===== config.mk =====
export PLATFORM = sky130hd
export DESIGN_NAME = uart_receiver
export DESIGN_NICKNAME = d
export VERILOG_FILES = /design/src/rtl/uart_receiver.sv
export SDC_FILE = /design/constraint.sdc
export NUM_CORES = 1
export LEC_CHECK = 0
export CAP_MARGIN = 10
export CORE_ASPECT_RATIO = 0.5
export CORE_MARGIN = 2
export CORE_UTILIZATION = 58
export CTS_BUF_LIST = sky130_fd_sc_hd__clkbuf_8
export DETAILED_ROUTE_END_ITERATION = 12
export PLACE_DENSITY_LB_ADDON = 0.25
export REMOVE_ABC_BUFFERS = 1
export SKIP_CTS_REPAIR_TIMING = 1
export SLEW_MARGIN = 20
export SYNTH_ARGS = -nofsm -noshare
export SYNTH_HDL_FRONTEND = slang
export SYNTH_SLANG_ARGS = --single-unit

===== constraint.sdc =====
create_clock -name clk -period 2.67 [get_ports clk]
set_input_delay 0.267 -clock clk [delete_from_list [all_inputs] [get_ports clk]]
set_output_delay 0.267 -clock clk [all_outputs]
set_load 0.01 [all_outputs]

===== src/rtl/uart_receiver.sv =====
// uart_receiver: 8N1 UART receive path with valid/ready output, framing-error and overrun pulses
module uart_receiver #(
  parameter int CLKS_PER_BIT = 2604,
  parameter int SYNC_STAGES  = 2
) (
  input  logic       clk,
  input  logic       rst,
  input  logic       rx,
  output logic [7:0] bus,
  output logic       valid,
  input  logic       ready,
  output logic       framing_err,
  output logic       overrun,
  output logic       busy
);
  localparam int HALF = CLKS_PER_BIT / 2;
  localparam int CW = $clog2(CLKS_PER_BIT);
  typedef enum logic [2:0] {IDLE, START, DATA, STOP, BREAK} state_t;
  state_t state, state_n;
  logic [SYNC_STAGES-1:0] sync;
  logic [CW-1:0] cnt, cnt_n;
  logic [2:0] bitidx, bitidx_n;
  logic [7:0] shift, shift_n;
  logic rxs, done, ferr;
  assign rxs = sync[SYNC_STAGES-1];
  assign busy = state != IDLE;
  // Counting restarts at mid start bit, so every later sample lands mid-bit.
  always_comb begin
    state_n = state;
    cnt_n = cnt + 1'b1;
    bitidx_n = bitidx;
    shift_n = shift;
    done = 1'b0;
    ferr = 1'b0;
    case (state)
      IDLE: begin
        cnt_n = '0;
        bitidx_n = '0;
        if (!rxs) state_n = START;
      end
      START: if (cnt == CW'(HALF - 1)) begin
        cnt_n = '0;
        state_n = rxs ? IDLE : DATA;
      end
      DATA: if (cnt == CW'(CLKS_PER_BIT - 1)) begin
        cnt_n = '0;
        shift_n[bitidx] = rxs;
        bitidx_n = bitidx + 3'd1;
        if (bitidx == 3'd7) state_n = STOP;
      end
      STOP: if (cnt == CW'(CLKS_PER_BIT - 1)) begin
        cnt_n = '0;
        done = rxs;
        ferr = !rxs;
        state_n = rxs ? IDLE : BREAK;
      end
      BREAK: begin
        cnt_n = '0;
        if (rxs) state_n = IDLE;
      end
      default: state_n = IDLE;
    endcase
  end
  always_ff @(posedge clk or negedge rst) begin
    if (!rst) begin
      state <= IDLE;
      sync <= '1;
      cnt <= '0;
      bitidx <= '0;
      shift <= '0;
      bus <= '0;
      valid <= 1'b0;
      framing_err <= 1'b0;
      overrun <= 1'b0;
    end else begin
      state <= state_n;
      sync <= {sync[SYNC_STAGES-2:0], rx};
      cnt <= cnt_n;
      bitidx <= bitidx_n;
      shift <= shift_n;
      if (done) bus <= shift;
      valid <= done | (valid & ~ready);
      framing_err <= ferr;
      overrun <= done & valid & ~ready;
    end
  end
endmodule


==> flow_summary.yaml, run 1 <==
die:
  die_area_sq_um: 3630
  rows: 14
  ios: 16
  die_x_microns: 83.23
  initial_core_util_pct: 60.78
  die_h_microns: 43.62
  coreArea_sq_um: 2995
logic_synthesis:
  yosys_warnings: 0
  syn_avg_cell_area_sq_um: 11.17
  netlist_area_sq_um: 1820
  ys_seq_area_share_pct: 53.75
  synthFlopType: "dfrtp_1"
  async_reset_ff_share_pct: 100.0
  ys_types: 38
  synth_edf_count: 0
  yosys_register_bits: 39
  synthCells: 163
sta:
  finalSetupViolCount: 0
  fin_worst_skew_ns: 0.005166
  maxSlewHeadroom_pct: 44.48
  tns_ns: 0
  worst_pin_slew_ns: 0.8328
  max_freq_ghz: 0.4543
  period_minus_slack_ns: 2.201
  hold_violations: 0
  min_period_over_period_pct: 82.45
  final_max_slew_viol_count: 0
  rsz0062_at_grt: "false"
clock_network:
  insertion_delay_ns: 0.29
  cts_buffers: 5
  cts_sinks: 39
  root_buffer: "clkbuf_8"
  clkTransAtPathRegs_ns: 0.07
  h-tree-depth: 2
  clock_path_buffers: 2
  cts_tree: "built"
final_layout:
  finalNetCount: 188
  fill_cells: 216
  seqCellArea_sq_um: 978.4
  fin_area_sq_um: 2077
  antenna_cells: 0
  area_growth_pct: 14.09
  multiInputGateArea_sq_um: 792.0
  drive_above_1_share_pct: 17.13
placement:
  hpwlAfterDp_microns: 2244
  gp_congestion: 0.7576
  io_buffers: 15
  placed_cell_area_sq_um: 1992
setup_path:
  critPathLaunchType: "flip-flop"
  crit_fanout: 10
  path_cells: "nor4b_1, and4b_1, nand3_2, mux2_2"
  critPathSlowestCell: "nor4b_1"
  critPathMaxStageDelay_ns: 0.55
  critical-path-top-delay-family: "simple AND/OR/NAND/NOR gates"
  critPathKind: "reg -> reg"
  path_buf_inv: 0
  end_kind: "flip-flop"
  cp.arrival_ns: 2.38
  critPathRequiredTime_ns: 2.85
global_route:
  grt_overflow: 0
  grt_max_degree: 40
  grt_pass1_wl_microns: 5554
  grt_usage_pct: 19.93
  grt_pass1_vias: 1199
  grt_antenna_before_repair: 0
routing:
  drt_pass1_iterations: 4
  drt_iter0_markers: 99
  viasPerCell: 5.692
  route.vias.total: 1258
  routedWlPerCell_microns: 14.52
  drtAntennaViolNets: 0
  finalWirelength_microns: 3208
  drcViolationCount: 0
hold_path:
  min_path_type: "in -> async"
pwr:
  power.density_nw_per_um2: 477.9
  p_leak_nw: 0.9450
  vdd_drop_max_mv: 0.2812
job:
  drv_cap: 0
outcome:
  status: "finished, final reports clean"
==> area by class of cell <==
type                       count  area share [%]
clock buffer                   5           3.313
clock inverter                 3          0.7831
inverter                       5          0.9036
multi-input combinational    113           38.13
sequential                    39           47.11
tap                           40           2.410
timing repair buffer          16           7.349
==> metal layers <==
metal / GRT usage (%) / wire, microns / up-vias
li1: - / - / 610
met1: 25.63 / 1497 / 607
met2: 32.74 / 1494 / 36
met3: 6.095 / 174 / 5
met4: 7.869 / 42 / 0
met5: 0 / 0 / -
==> power breakdown <==
part / switching (mW) / internal [mW]
Clock: 0.202 / 0.179
Sequential: 0.00308 / 0.593
Combinational: 0.0118 / 0.00411
Total: 0.217 / 0.776
==> cell families after synthesis <==
group / Yosys count / share of synthesized area [%]
AO/OA/AOI/OAI: 11 / 4.398
XOR/XNOR: 10 / 4.811
adder cells (fa/ha/maj): 4 / 2.749
buffers and inverters: 11 / 2.749
flip-flops: 39 / 53.75
multiplexers: 17 / 10.45
AND/OR/NAND/NOR: 71 / 21.10
==> registers in the layout, summed over array words and instances (netlist names) <==
register     flops
sync             2
bitidx           3
state            3
cnt             12
framing_err      1
overrun          1
shift            8
bus              8
valid            1
==> worst paths after layout <==
path                                    from                 end  slack, ns  depth (start not counted)
max                         cnt[7]$_DFF_PN0_  bus[7]$_DFFE_PN0P_       0.47                          4
min reg2reg                sync[0]$_DFF_PN1_   sync[1]$_DFF_PN1_       0.37                          0
min                                      rst    cnt[5]$_DFF_PN0_       0.07                          1
min in group clk           sync[0]$_DFF_PN1_   sync[1]$_DFF_PN1_       0.37                          0
max reg2reg                 cnt[7]$_DFF_PN0_  bus[7]$_DFFE_PN0P_       0.47                          4
max in group asynchronous                rst   cnt[10]$_DFF_PN0_       2.07                          1
==> layout by cell type, fill, tap and decap left out, drive strengths merged, types with 5 or more instances in the layout <==
cell type      count
nor3               6
inv                6
nand2              7
mux2              16
xor2               6
nand3             10
clkdlybuf4s50     14
dfrtp             37
clkbuf             5
nor2              22
==> cells in the mapped netlist (2+ instances only) <==
cell,instances,area [sq um]
dfrtp_1,37,925.9
nor2_1,22,82.58
mux2_2,16,180.2
nand3_1,9,45.04
nand2_1,7,26.28
nor3_1,6,30.03
xor2_1,6,52.55
inv_1,5,18.77
clkbuf_1,4,15.01
ha_1,4,50.05
nand4_1,4,25.02
nor4_1,4,25.02
xnor2_1,4,35.03
nand2b_1,3,18.77
o31ai_1,3,22.52
a21o_1,2,15.01
a31oi_1,2,12.51
and3_1,2,12.51
and4_1,2,17.52
dfstp_2,2,52.55
nor4b_1,2,17.52
==> stage by stage <==
stage	instances	total power, mW	worst slack, ns	hold slack [ns]	utilization, %
floorplan	157	0.6084	0.4889	-0.02859	-
global route	221	1.027	0.2238	0.1375	69.34
finish	221	0.9926	0.4686	0.07248	69.34
global placement	213	0.6239	0.5894	0.3470	66.50
detailed placement	213	0.6247	0.4957	0.3492	66.50
CTS	221	1.004	0.4869	0.1016	69.34
Power figures use the tool's default switching activity.
==> inputs of run 2 (changes only) <==
CORE_UTILIZATION = 53   (was 58)
clock period = 1.9 ns   (was 2.67 ns; I/O delays follow)
==> run 2 against run 1 <==
Net effect: the run now ends with setup timing left; sequential share of layout area fell by 4.7 points; clock power rose by 42%; clock skew is 0.00089 ns higher; largest cell class unchanged; highest routed layer unchanged.
==> flow_summary.yaml, run 2 (same netlist as run 1, synthesis figures left out) <==
setup_path:
  path_cells: "inv_1, ha_1, or4b_1, or4_4, a211oi_2, buf_6, nor2_1"
  critPathSlowestCell: "or4_4"
  critPathKind: "reg -> reg"
  critPathRequiredTime_ns: 2.09
  path_buf_inv: 2
  cp.arrival_ns: 2.24
  critical-path-top-delay-family: "simple AND/OR/NAND/NOR gates"
  end_kind: "flip-flop"
  critPathMaxStageDelay_ns: 0.50
  critPathLaunchType: "flip-flop"
  crit_fanout: 12
final_layout:
  drive_above_1_share_pct: 30.20
  largest_reg_flops: 12
  final_cell_mix: "dfrtp_1, nor2_1, buf_4"
  layout_commonest_cell: "dfrtp_1"
  seqCellArea_sq_um: 978.4
  antenna_cells: 0
  final_cells: 242
  top_register: "cnt"
  largestRegisters: "cnt x12, bus x8, shift x8"
  multiInputGateArea_sq_um: 853.3
  fill_cells: 206
  area_growth_pct: 26.67
  fin_area_sq_um: 2306
  finalNetCount: 209
placement:
  hpwlAfterDp_microns: 2344
  io_buffers: 15
  dp.cells: 233
  gp_congestion: 0.8543
  placed_cell_area_sq_um: 2142
global_route:
  grt_pass1_vias: 1265
  grt_pass1_wl_microns: 5658
  grt_max_degree: 40
  grt_overflow: 0
  grt_usage_pct: 19.76
  grt_antenna_before_repair: 0
die:
  ios: 16
  die_area_sq_um: 3948
  initial_core_util_pct: 58.06
  die_h_microns: 45.44
  coreArea_sq_um: 3136
  rows: 14
  die_x_microns: 86.89
sta:
  hold_violations: 0
  finalSetupViolCount: 14
  final_max_slew_viol_count: 0
  period_minus_slack_ns: 2.049
  maxSlewHeadroom_pct: 67.59
  worst_pin_slew_ns: 0.4861
  rsz0062_at_grt: "true"
  fin_ws_ns: -0.1488
  max_freq_ghz: 0.4881
  min_period_over_period_pct: 107.8
  fin_worst_skew_ns: 0.006060
routing:
  route.vias.total: 1355
  routedWlPerCell_microns: 13.80
  finalWirelength_microns: 3339
  drt_pass1_iterations: 4
  drcViolationCount: 0
  drt_iter0_markers: 53
  drtAntennaViolNets: 0
  viasPerCell: 5.599
clock_network:
  cts_tree: "built"
  root_buffer: "clkbuf_8"
  clock_path_buffers: 2
  cts_sinks: 39
  insertion_delay_ns: 0.29
  cts_buffers: 5
  clkTransAtPathRegs_ns: 0.07
  h-tree-depth: 2
pwr:
  power.density_nw_per_um2: 608.7
  power_frac_seq_pct: 59.7
  vdd_drop_max_mv: 0.3615
  p_int_mw: 1.093
  switching_share_pct: 22.14
  p_clk_share_pct: 38.4
  p_leak_nw: 1.063
  total_power_mw: 1.404
  combPwrFrac_pct: 1.8
  power.switching_mw: 0.3107
outcome:
  status: "finished, violations left"
  violations: "setup timing"
hold_path:
  min_path_type: "in -> reg"
job:
  drv_cap: 0
[run 2: cell types whose count changed in the layout (fill, tap and decap cells not counted), moves of 2 or more]
cell | before | now
buf_6 | 0 | 2
nor4_2 | 0 | 3
buf_4 | 1 | 19
nor3_2 | 0 | 2
nor4b_2 | 0 | 2
nor4b_1 | 2 | 0
nor4_1 | 4 | 1
nor3_1 | 6 | 4
[run 2: power groups by stage]
stage | logic [mW] | registers (mW) | clock network (mW)
after floorplan | 0.00239 | 0.853 | 0
after global placement | 0.0248 | 0.854 | 0
after detailed placement | 0.0256 | 0.854 | 0
after CTS | 0.0255 | 0.838 | 0.563
after global routing | 0.0311 | 0.839 | 0.591
final | 0.0258 | 0.838 | 0.540
[run 2: through the flow]
stage               setup TNS, ns  hold slack [ns]  utilization, %  worst slack (ns)
floorplan                  -3.352          -0.1056               -           -0.2811
global placement           -1.172           0.2607           68.32          -0.09365
detailed placement         -2.018           0.2690           68.32           -0.1587
CTS                        -2.243         -0.05546           71.03           -0.1679
global route               -3.546           0.3001           73.54           -0.2454
finish                     -1.880           0.2963           73.54           -0.1488
[run 2: worst paths after layout]
| check | startpoint | end | slack, ns | depth (start not counted) |
|---|---|---|---|---|
| min in group asynchronous | rst | cnt[3]$_DFF_PN0_ | 0.47 | 3 |
| hold / removal | rx | sync[0]$_DFF_PN1_ | 0.30 | 1 |
| setup reg to reg | cnt[1]$_DFF_PN0_ | cnt[5]$_DFF_PN0_ | -0.15 | 7 |
| max in group asynchronous | rst | sync[1]$_DFF_PN1_ | 1.07 | 3 |
| setup / recovery | cnt[1]$_DFF_PN0_ | cnt[5]$_DFF_PN0_ | -0.15 | 7 |
| hold reg to reg | sync[0]$_DFF_PN1_ | sync[1]$_DFF_PN1_ | 0.36 | 0 |
[run 2: area by class of cell]
| class | count | area share, % |
|---|---|---|
| flip-flops and latches | 39 | 42.43 |
| multi-input cells | 113 | 37.00 |
| repair buffers | 37 | 13.89 |
| clock buffers | 5 | 2.984 |
| well taps | 40 | 2.170 |
| inverters | 5 | 0.8139 |
| clock inverters | 3 | 0.7054 |
[run 2: metal layers]
layer	part of all wire, %	GRT usage (%)	wire, microns	up-vias
met5	0	0	0	-
li1	-	-	-	655
met4	1.4	11.88	46	0
met2	49	32.67	1650	28
met3	4.3	6.703	142	5
met1	45	23.08	1499	667
==> inputs of run 3 (changes only) <==
CORE_MARGIN = not set   (was 2)
==> run 3 against run 2 <==
Net effect: the flow still finishes with violations (setup timing); hold slack improved by 0.0072 ns; register-to-register slack got worse by 0.03 ns; die area shrank 6.6%; routed wire length increased by 12%; count of clock-buffer cells in the layout grew 1; global-route usage up 2.4 points; via count rose by 0.22%; clock skew down 0.0030 ns; clock power increased by 3.9%; combinational power increased by 14%; setup slack worse by 0.025 ns.
==> flow_summary.yaml, run 3 (same netlist as run 1, synthesis figures left out) <==
outcome:
  status: "finished, violations left"
  violations: "setup timing"
sta:
  finalSetupViolCount: 14
  tns_ns: -2.200
  rsz0062_at_grt: "true"
  min_period_over_period_pct: 109.2
  max_freq_ghz: 0.4821
  worst_pin_slew_ns: 0.5705
  final_max_slew_viol_count: 0
  period_minus_slack_ns: 2.074
  hold_violations: 0
  fin_ws_ns: -0.1743
  maxSlewHeadroom_pct: 61.97
  fin_worst_skew_ns: 0.003033
final_layout:
  largestRegisters: "cnt x12, bus x8, shift x8"
  finalNetCount: 211
  antenna_cells: 0
  largest_reg_flops: 12
  area_growth_pct: 30.72
  fin_area_sq_um: 2380
  fill_cells: 196
  drive_above_1_share_pct: 32.02
  final_cell_mix: "dfrtp_1, nor2_1, buf_4"
  layout_commonest_cell: "dfrtp_1"
  seqCellArea_sq_um: 978.4
  multiInputGateArea_sq_um: 905.9
  top_register: "cnt"
setup_path:
  reg2regPathDepth: 6
  critPathLaunchType: "flip-flop"
  critPathKind: "reg -> reg"
  path_cells: "inv_1, ha_1, or4b_1, or4_4, a21o_1, o31ai_4"
  critPathSlowestCell: "or4_4"
  end_kind: "flip-flop"
  critPathRequiredTime_ns: 2.09
  r2r_setup_slack_ns: -0.17
  critPathMaxStageDelay_ns: 0.50
  crit_fanout: 2
  cp.arrival_ns: 2.27
clock_network:
  cts_sinks: 39
  h-tree-depth: 2
  cts_tree: "built"
  clkTransAtPathRegs_ns: 0.07
  root_buffer: "clkbuf_8"
  insertion_delay_ns: 0.29
  clock_path_buffers: 2
  cts_buffers: 5
placement:
  placed_cell_area_sq_um: 2142
  hpwlAfterDp_microns: 2536
  gp_congestion: 0.8132
  io_buffers: 15
pwr:
  switching_share_pct: 21.05
  p_clk_share_pct: 39.2
  power_frac_seq_pct: 58.7
  p_leak_nw: 1.085
  power.density_nw_per_um2: 600.6
  vdd_drop_max_mv: 0.3699
  combPwrFrac_pct: 2.1
  p_int_mw: 1.128
  power.switching_mw: 0.3009
global_route:
  grt_pass1_vias: 1327
  met3_usage_pct: 5.905
  grt_max_degree: 26
  grt_util_met2_pct: 39.84
  grt_overflow: 0
  grt_pass1_wl_microns: 6037
  grt_antenna_before_repair: 0
  gr-max-usage-layer: "met2"
  grt_usage_pct: 22.14
  grt_use_met1_pct: 26.47
hold_path:
  holdPathStages: 1
  min_path_type: "in -> reg"
routing:
  drcViolationCount: 0
  routedWlPerCell_microns: 15.35
  route.vias.total: 1358
  drt_iter0_markers: 47
  drt_pass1_iterations: 6
  finalWirelength_microns: 3731
  drtAntennaViolNets: 0
  viasPerCell: 5.588
die:
  die_x_microns: 84.89
  ios: 16
  rows: 14
  initial_core_util_pct: 58.06
  coreArea_sq_um: 3136
  die_h_microns: 43.44
  die_area_sq_um: 3687
job:
  drv_cap: 0
## run 3: per-layer routing
layer  routed length [microns]  vias up
li1                          -      654
met1                      1620      666
met2                      1883       28
met3                       135       10
met4                        91        0
met5                         0        -
## run 3: worst paths after layout
check                                        from                    to
worst max register to register   cnt[1]$_DFF_PN0_  state[1]$_DFFE_PN0P_
min in group asynchronous                     rst      cnt[0]$_DFF_PN0_
worst min register to register  sync[0]$_DFF_PN1_     sync[1]$_DFF_PN1_
worst max-delay path             cnt[1]$_DFF_PN0_  state[1]$_DFFE_PN0P_
worst min-delay path                           rx     sync[0]$_DFF_PN1_
max in group asynchronous                     rst     sync[0]$_DFF_PN1_
## run 3: worst max-delay path, delay by kind of cell, from the launching register on
kind	cells	cell delay (ns)
buffers and inverters	1	0.06
adder cells (fa/ha/maj)	1	0.12
AND/OR/NAND/NOR	2	0.93
AO/OA/AOI/OAI	2	0.49
flip-flops	1	0.39
## run 3: layout make-up
cell class / instances / area share [%]
flip-flops and latches: 39 / 41.11
multi-input cells: 113 / 38.07
repair buffers: 39 / 14.25
clock buffers: 6 / 3.470
well taps: 40 / 2.103
inverters: 5 / 0.7886
clock inverters: 1 / 0.2103
## run 3: power by group through the flow
stage | Combinational, mW | Clock (mW) | Sequential (mW)
floorplan | 0.00239 | 0 | 0.853
global placement | 0.0268 | 0 | 0.854
detailed placement | 0.0280 | 0 | 0.854
CTS | 0.0280 | 0.577 | 0.838
global route | 0.0332 | 0.614 | 0.839
finish | 0.0295 | 0.561 | 0.839
## run 3: metrics by stage
step                      util (%)  instances  power (mW)  setup slack [ns]  hold WS [ns]
after floorplan                  -        157      0.8550           -0.2811       -0.1056
after global placement       68.32        233      0.8805          -0.09244        0.2061
after detailed placement     68.32        233      0.8820           -0.1933        0.2153
after CTS                    71.11        240       1.443           -0.2174      -0.09671
after global routing         75.90        243       1.486           -0.2536        0.3076
final                        75.90        243       1.429           -0.1743        0.3035
